==> src/rtl/ledr_pkg.sv <==
// Shared types and constants for the LEDR pattern decoder: index type, FSM states, pattern table.
// Latency: n/a (types, constants and pure functions only).
// Backpressure: n/a.
package ledr_pkg;

    typedef logic [4:0] ledr_idx_t;

    typedef enum logic [1:0] {
        SEARCH = 2'd0,
        TRACK  = 2'd1,
        FAULT  = 2'd2
    } dec_state_t;

    localparam ledr_idx_t IDX_LOOP_START = 5'd11;
    localparam ledr_idx_t IDX_LAST       = 5'd16;

    localparam logic [9:0] LEDR_0 = 10'h000;

    // Patterns in sequence order: a fill ramp 0..10, then the repeating effect loop 11..16.
    localparam logic [9:0] LEDR_PATTERN [0:16] = '{
        10'h000, 10'h001, 10'h003, 10'h007, 10'h00F, 10'h01F,
        10'h03F, 10'h07F, 10'h0FF, 10'h1FF, 10'h3FF,
        10'h2AA, 10'h155, 10'h3E0, 10'h01F, 10'h201, 10'h3FF
    };

    // Out-of-range indices never occur in operation; map them to LEDR_0 so the lookup is total.
    function automatic logic [9:0] pattern_of(input ledr_idx_t i);
        logic [9:0] p;
        p = LEDR_0;
        if (i <= IDX_LAST) begin
            p = LEDR_PATTERN[i];
        end
        return p;
    endfunction

    // The effect loop wraps from its last entry back to its first; the ramp is never re-entered.
    function automatic ledr_idx_t succ_of(input ledr_idx_t i);
        ledr_idx_t s;
        s = ledr_idx_t'(i + 5'd1);
        if (i == IDX_LAST) begin
            s = IDX_LOOP_START;
        end
        return s;
    endfunction

endpackage

==> src/rtl/ledr_pattern_lut.sv <==
// Maps a sequence index to its own pattern and to the pattern of its legal successor.
// Latency: purely combinational, zero cycles.
// Backpressure: none; outputs follow idx continuously.
module ledr_pattern_lut
    import ledr_pkg::*;
(
    input  ledr_idx_t   idx,
    output logic [9:0]  pat_cur,
    output logic [9:0]  pat_succ,
    output ledr_idx_t   idx_succ
);

    // Successor index and both candidate patterns for the current position.
    always_comb begin
        idx_succ = succ_of(idx);
        pat_cur  = pattern_of(idx);
        pat_succ = pattern_of(idx_succ);
    end

endmodule

==> src/rtl/ledr_decoder.sv <==
// Receive-side monitor for the LEDR pattern bus: tracks legal order, flags and counts faults and loops.
// Latency: 1 cycle from an en=1 sample to registered outputs; en=0 holds state (non-sticky err clears).
// Backpressure: none; a sample is taken on every en=1 cycle. LEDR_DEC_STICKY_ERR_EN makes err sticky.
module ledr_decoder
    import ledr_pkg::*;
#(
    parameter int CNT_W = 8
) (
    input  logic             clk,
    input  logic             reset,
    input  logic             en,
    input  logic [9:0]       ledr,
    output ledr_idx_t        idx,
    output logic             locked,
    output logic             err,
    output logic [CNT_W-1:0] err_cnt,
    output logic [CNT_W-1:0] loop_cnt
);

    dec_state_t       state_q, state_nxt;
    ledr_idx_t        idx_nxt;
    logic             locked_nxt;
    logic             err_nxt;
    logic [CNT_W-1:0] err_cnt_nxt;
    logic [CNT_W-1:0] loop_cnt_nxt;

    logic [9:0]       pat_cur;
    logic [9:0]       pat_succ;
    ledr_idx_t        idx_succ;

    ledr_pattern_lut u_lut (
        .idx      (idx),
        .pat_cur  (pat_cur),
        .pat_succ (pat_succ),
        .idx_succ (idx_succ)
    );

    // Next-state and next-output decode; the current pattern is checked before the successor
    // so that 10'h3FF at idx 10 or 16 is a hold, not an advance.
    always_comb begin
        state_nxt    = state_q;
        idx_nxt      = idx;
        locked_nxt   = locked;
`ifdef LEDR_DEC_STICKY_ERR_EN
        err_nxt      = err;
`else
        err_nxt      = 1'b0;
`endif
        err_cnt_nxt  = err_cnt;
        loop_cnt_nxt = loop_cnt;

        if (en) begin
            case (state_q)
                SEARCH, FAULT: begin
                    // Only the start of the ramp is a valid place to (re)acquire the sequence.
                    if (ledr == LEDR_0) begin
                        state_nxt  = TRACK;
                        idx_nxt    = '0;
                        locked_nxt = 1'b1;
                    end
                end
                TRACK: begin
                    if (ledr == pat_cur) begin
                        state_nxt = TRACK;
                    end else if (ledr == pat_succ) begin
                        idx_nxt = idx_succ;
                        if (idx == IDX_LAST && loop_cnt != '1) begin
                            loop_cnt_nxt = loop_cnt + 1'b1;
                        end
                    end else begin
                        // idx keeps the last good position for post-mortem inspection.
                        state_nxt  = FAULT;
                        locked_nxt = 1'b0;
                        err_nxt    = 1'b1;
                        if (err_cnt != '1) begin
                            err_cnt_nxt = err_cnt + 1'b1;
                        end
                    end
                end
                default: begin
                    state_nxt  = SEARCH;
                    idx_nxt    = '0;
                    locked_nxt = 1'b0;
                end
            endcase
        end
    end

    // State and output registers with synchronous reset.
    always_ff @(posedge clk) begin
        if (reset) begin
            state_q  <= SEARCH;
            idx      <= '0;
            locked   <= 1'b0;
            err      <= 1'b0;
            err_cnt  <= '0;
            loop_cnt <= '0;
        end else begin
            state_q  <= state_nxt;
            idx      <= idx_nxt;
            locked   <= locked_nxt;
            err      <= err_nxt;
            err_cnt  <= err_cnt_nxt;
            loop_cnt <= loop_cnt_nxt;
        end
    end

endmodule

==> config.mk <==
export PLATFORM = sky130hd
export DESIGN_NAME = ledr_decoder
export DESIGN_NICKNAME = d
export VERILOG_FILES = /design/src/rtl/ledr_pkg.sv /design/src/rtl/ledr_pattern_lut.sv /design/src/rtl/ledr_decoder.sv
export SDC_FILE = /design/constraint.sdc
export NUM_CORES = 1
export LEC_CHECK = 0
export BUFFER_PORTS_ARGS = -buffer_cell sky130_fd_sc_hd__buf_2
export CAP_MARGIN = 15
export CORE_MARGIN = 2
export CORE_UTILIZATION = 53
export DETAILED_ROUTE_END_ITERATION = 10
export PLACE_DENSITY_LB_ADDON = 0.08
export SYNTH_ARGS = -nofsm -noshare
export SYNTH_HDL_FRONTEND = slang
export SYNTH_SLANG_ARGS = --single-unit
==> constraint.sdc <==
create_clock -name clk -period 3.4 [get_ports clk]
set_input_delay 1.02 -clock clk [delete_from_list [all_inputs] [get_ports clk]]
set_output_delay 1.02 -clock clk [all_outputs]
set_load 0.01 [all_outputs]
==> results.md <==
* Setup violations, final at 0
* Worst Hold Class: reg2reg
* Sequential-to-total area share from yosys stat at between 10% and 20%
* Critical path class: reg2reg
* Cells along the critical path: ha_1 > inv_1 > ha_2 > and2_1 > o21a_4 > or4_4 > a211oi_2 > a311oi_2 > nor4_1 > nand4_1 > a22o_1 > a22o_1
* Total vias in the final route at about 2,800
* Total track usage at 27.1%
* Clock buffer depth at 2
* Die H at approximately 74 um
* Filler cell count at about 440
* Max_cap viols at 0
* Clk root buf: clkbuf_8
* Leakage power at between 1 and 1.5 nW
* Post-synth top cells: 27 x nor2_1, 25 x dfxtp_1, 23 x o21ai_0, 20 x a21oi_1, 17 x nand3_1
* Synth area leaders: dfxtp_1 19%, ha_1 4.8%, o21ai_0 4.4%
* Initial Util at a little under three fifths
* Worst slew pin tran at 583 ps
* Yosys warning count at 0
* Placer's final routability congestion estimate at between 0.9 and 1
* Cts bufs inserted at 3
* Synthesized Nets at about 360
* EDFF count, synth at 0
* Place WS at 54.0 ps
* Asr flop ratio synth at 0%
* Layout Area Growth over Synthesis at 20.8%
* Fin area at 3180 um^2
* Core Util, Final at between 60% and 70%
* Die area at 5540 um^2
* Clock-pin slew on the worst setup and hold paths at roughly 90 ps
* Core footprint at around 4800 um^2
* Ratio of final minimum period to clock period at a little over nine tenths
* Fmax at between 300 and 400 MHz
* Max Slew Vio Count at 0
* # rows at 25
* Hpwl dp at between 5000 and 6000 um
* Drt drc at 0
* Top_reg_cell synth: dfxtp_1
* #FFs+latches synth at 25
* Largest net degree at the start of global routing at 25
* Vias per cell at 6.06
* R2R cell count at 12
* Share of cells above drive strength 1 at 30.1%
* Post-Syn Area at 2630 um^2
* Final Skew at between 4 and 5 ps
* Drt pass-1 iters at 4
* Area post-placement at 3030 um^2
* Critical Path RT at around 3600 ps
* Synth cell types at 74
* DP Cell Count at about 450
* Stages on worst setup path at 12
* Vias in the first global route at approximately 2,500
* Outcome: completed
* Final Hold Fails at 0
* Worst setup EP type: register
* Buf/Inv on CP at 1
* CTS sink cnt at 25
* Count leader, synth: nor2_1
* Setup TNS at 0 ps
* Most frequent CP cell: a22o_1
* CP peak stage delay at 470 ps
* Finished Layout Cells at between 400 and 500
* Drt first-iter violations at between 200 and 250
* Number of routed nets with antenna violations at 0
* Antenna Cells at 0
* Top delay family on crit path: simple AND/OR/NAND/NOR gates
* Top cell type by total area after synthesis: dfxtp_1
* Post-route setup slack at 115 ps
* VDD IR-drop max at ~0.00025 V
* RSZ-0062 raised after global routing: false
* WL/cell at 16.2 um
* CP max-delay cell: or4_4
* Worst Path Arrival at around 3500 ps
* Final wirelength at 7380 um
* Clock H-tree levels at 1
* Syn Inst Count at ~340
* Pwr per Cell Area at about 170 nW/um^2
* Synth top area share at a little under a fifth
* Worst setup SP type: register
* Fin crit period at ~3300 ps
* CP Max Fanout at 7
* Setup Fix Bufs, Post-CTS at 0
* Nets at a little over 400
* First-pass GRT wire length at 11,700 um
* Syn Area/Cell at slightly below 8 um^2
* Slew HR at between 60% and 70%
* CTS tree: built
* Worst skew pair latency at about 270 ps
* # IOs at 36
* Antenna violations before repair at 0
* Die width at between 70 and 80 um
* Hold path depth at 2
* Port bufs at 35
* Grt total ovfl at 0
placed cells by master (no fill, tap or decap), drive strengths merged, types with 10 or more instances in the layout:
cell type / instances
nand3: 17
ha: 10
buf: 67
nor4: 11
xnor2: 13
nand2: 16
a21oi: 21
and3: 10
o21ai: 25
inv: 16
dfxtp: 25
nor2: 30
sequential cells by signal, summed over array words and instances, names as in the netlist:
name,cells
err_cnt,8
state_q,2
idx,5
locked,1
loop_cnt,8
err,1
power breakdown:
part / internal, mW / leakage (nW) / switching, mW
clock network: 0.0821 / 0.0255 / 0.0978
registers: 0.292 / 0.203 / 0.0000225
logic: 0.0233 / 1.04 / 0.0371
total: 0.398 / 1.27 / 0.135
what timing repair did:
item	in CTS	in global routing
hold buffers	0	0
gates resized for setup	0	22
endpoints found under the setup margin	0	18
cell type report:
cell class,count,area [um^2],share of cell area (%)
clock buffer,3,41.3,1.30
clock inverter,1,5.00,0.157
inverter,16,60.1,1.89
multi-input combinational,277,2070,65.1
sequential,25,504,15.9
tap,67,83.8,2.64
timing repair buffer,67,415,13.1
worst reg2reg max path: cells and delay by family (launching register included):
| kind | cells | cell delay (ps) |
|---|---|---|
| adder cells (fa/ha/maj) | 2 | 510 |
| flip-flops | 1 | 330 |
| buffers and inverters | 1 | 70 |
| AO/OA/AOI/OAI | 5 | 1080 |
| AND/OR/NAND/NOR | 4 | 1190 |
per-layer routing:
layer	global-route usage (%)	share of wire (%)	wire length [um]
met3	3.93	5.4	399
met4	9.33	1.8	131
met1	34.6	45	3290
met2	46.6	48	3570
met5	0	0	0
through the flow:
step	total power, mW	hold WS [ps]
4_1_cts	0.535	499
3_3_place_gp	0.356	473
2_1_floorplan	0.334	458
5_1_grt	0.553	525
3_5_place_dp	0.357	482
6_report	0.533	498
worst paths after layout:
check                          startpoint                 endpoint  slack (ps)
setup reg to reg      idx[0]$_SDFFE_PP0P_      idx[0]$_SDFFE_PP0P_         120
setup / recovery      idx[0]$_SDFFE_PP0P_      idx[0]$_SDFFE_PP0P_         120
hold / removal    state_q[1]$_SDFFE_PP0P_  state_q[1]$_SDFFE_PP0P_         500
hold reg to reg   state_q[1]$_SDFFE_PP0P_  state_q[1]$_SDFFE_PP0P_         500
cells by family after synthesis:
kind of cell    after synthesis  share of synthesized area [%]
xor+xnor                     18                           5.99
flops                        25                           19.0
compound gates              107                           30.3
mux                          10                           4.09
fa+ha+maj                    10                           4.76
buf+inv                      33                           6.18
simple gates                132                           29.7
Power figures use the tool's default switching activity.
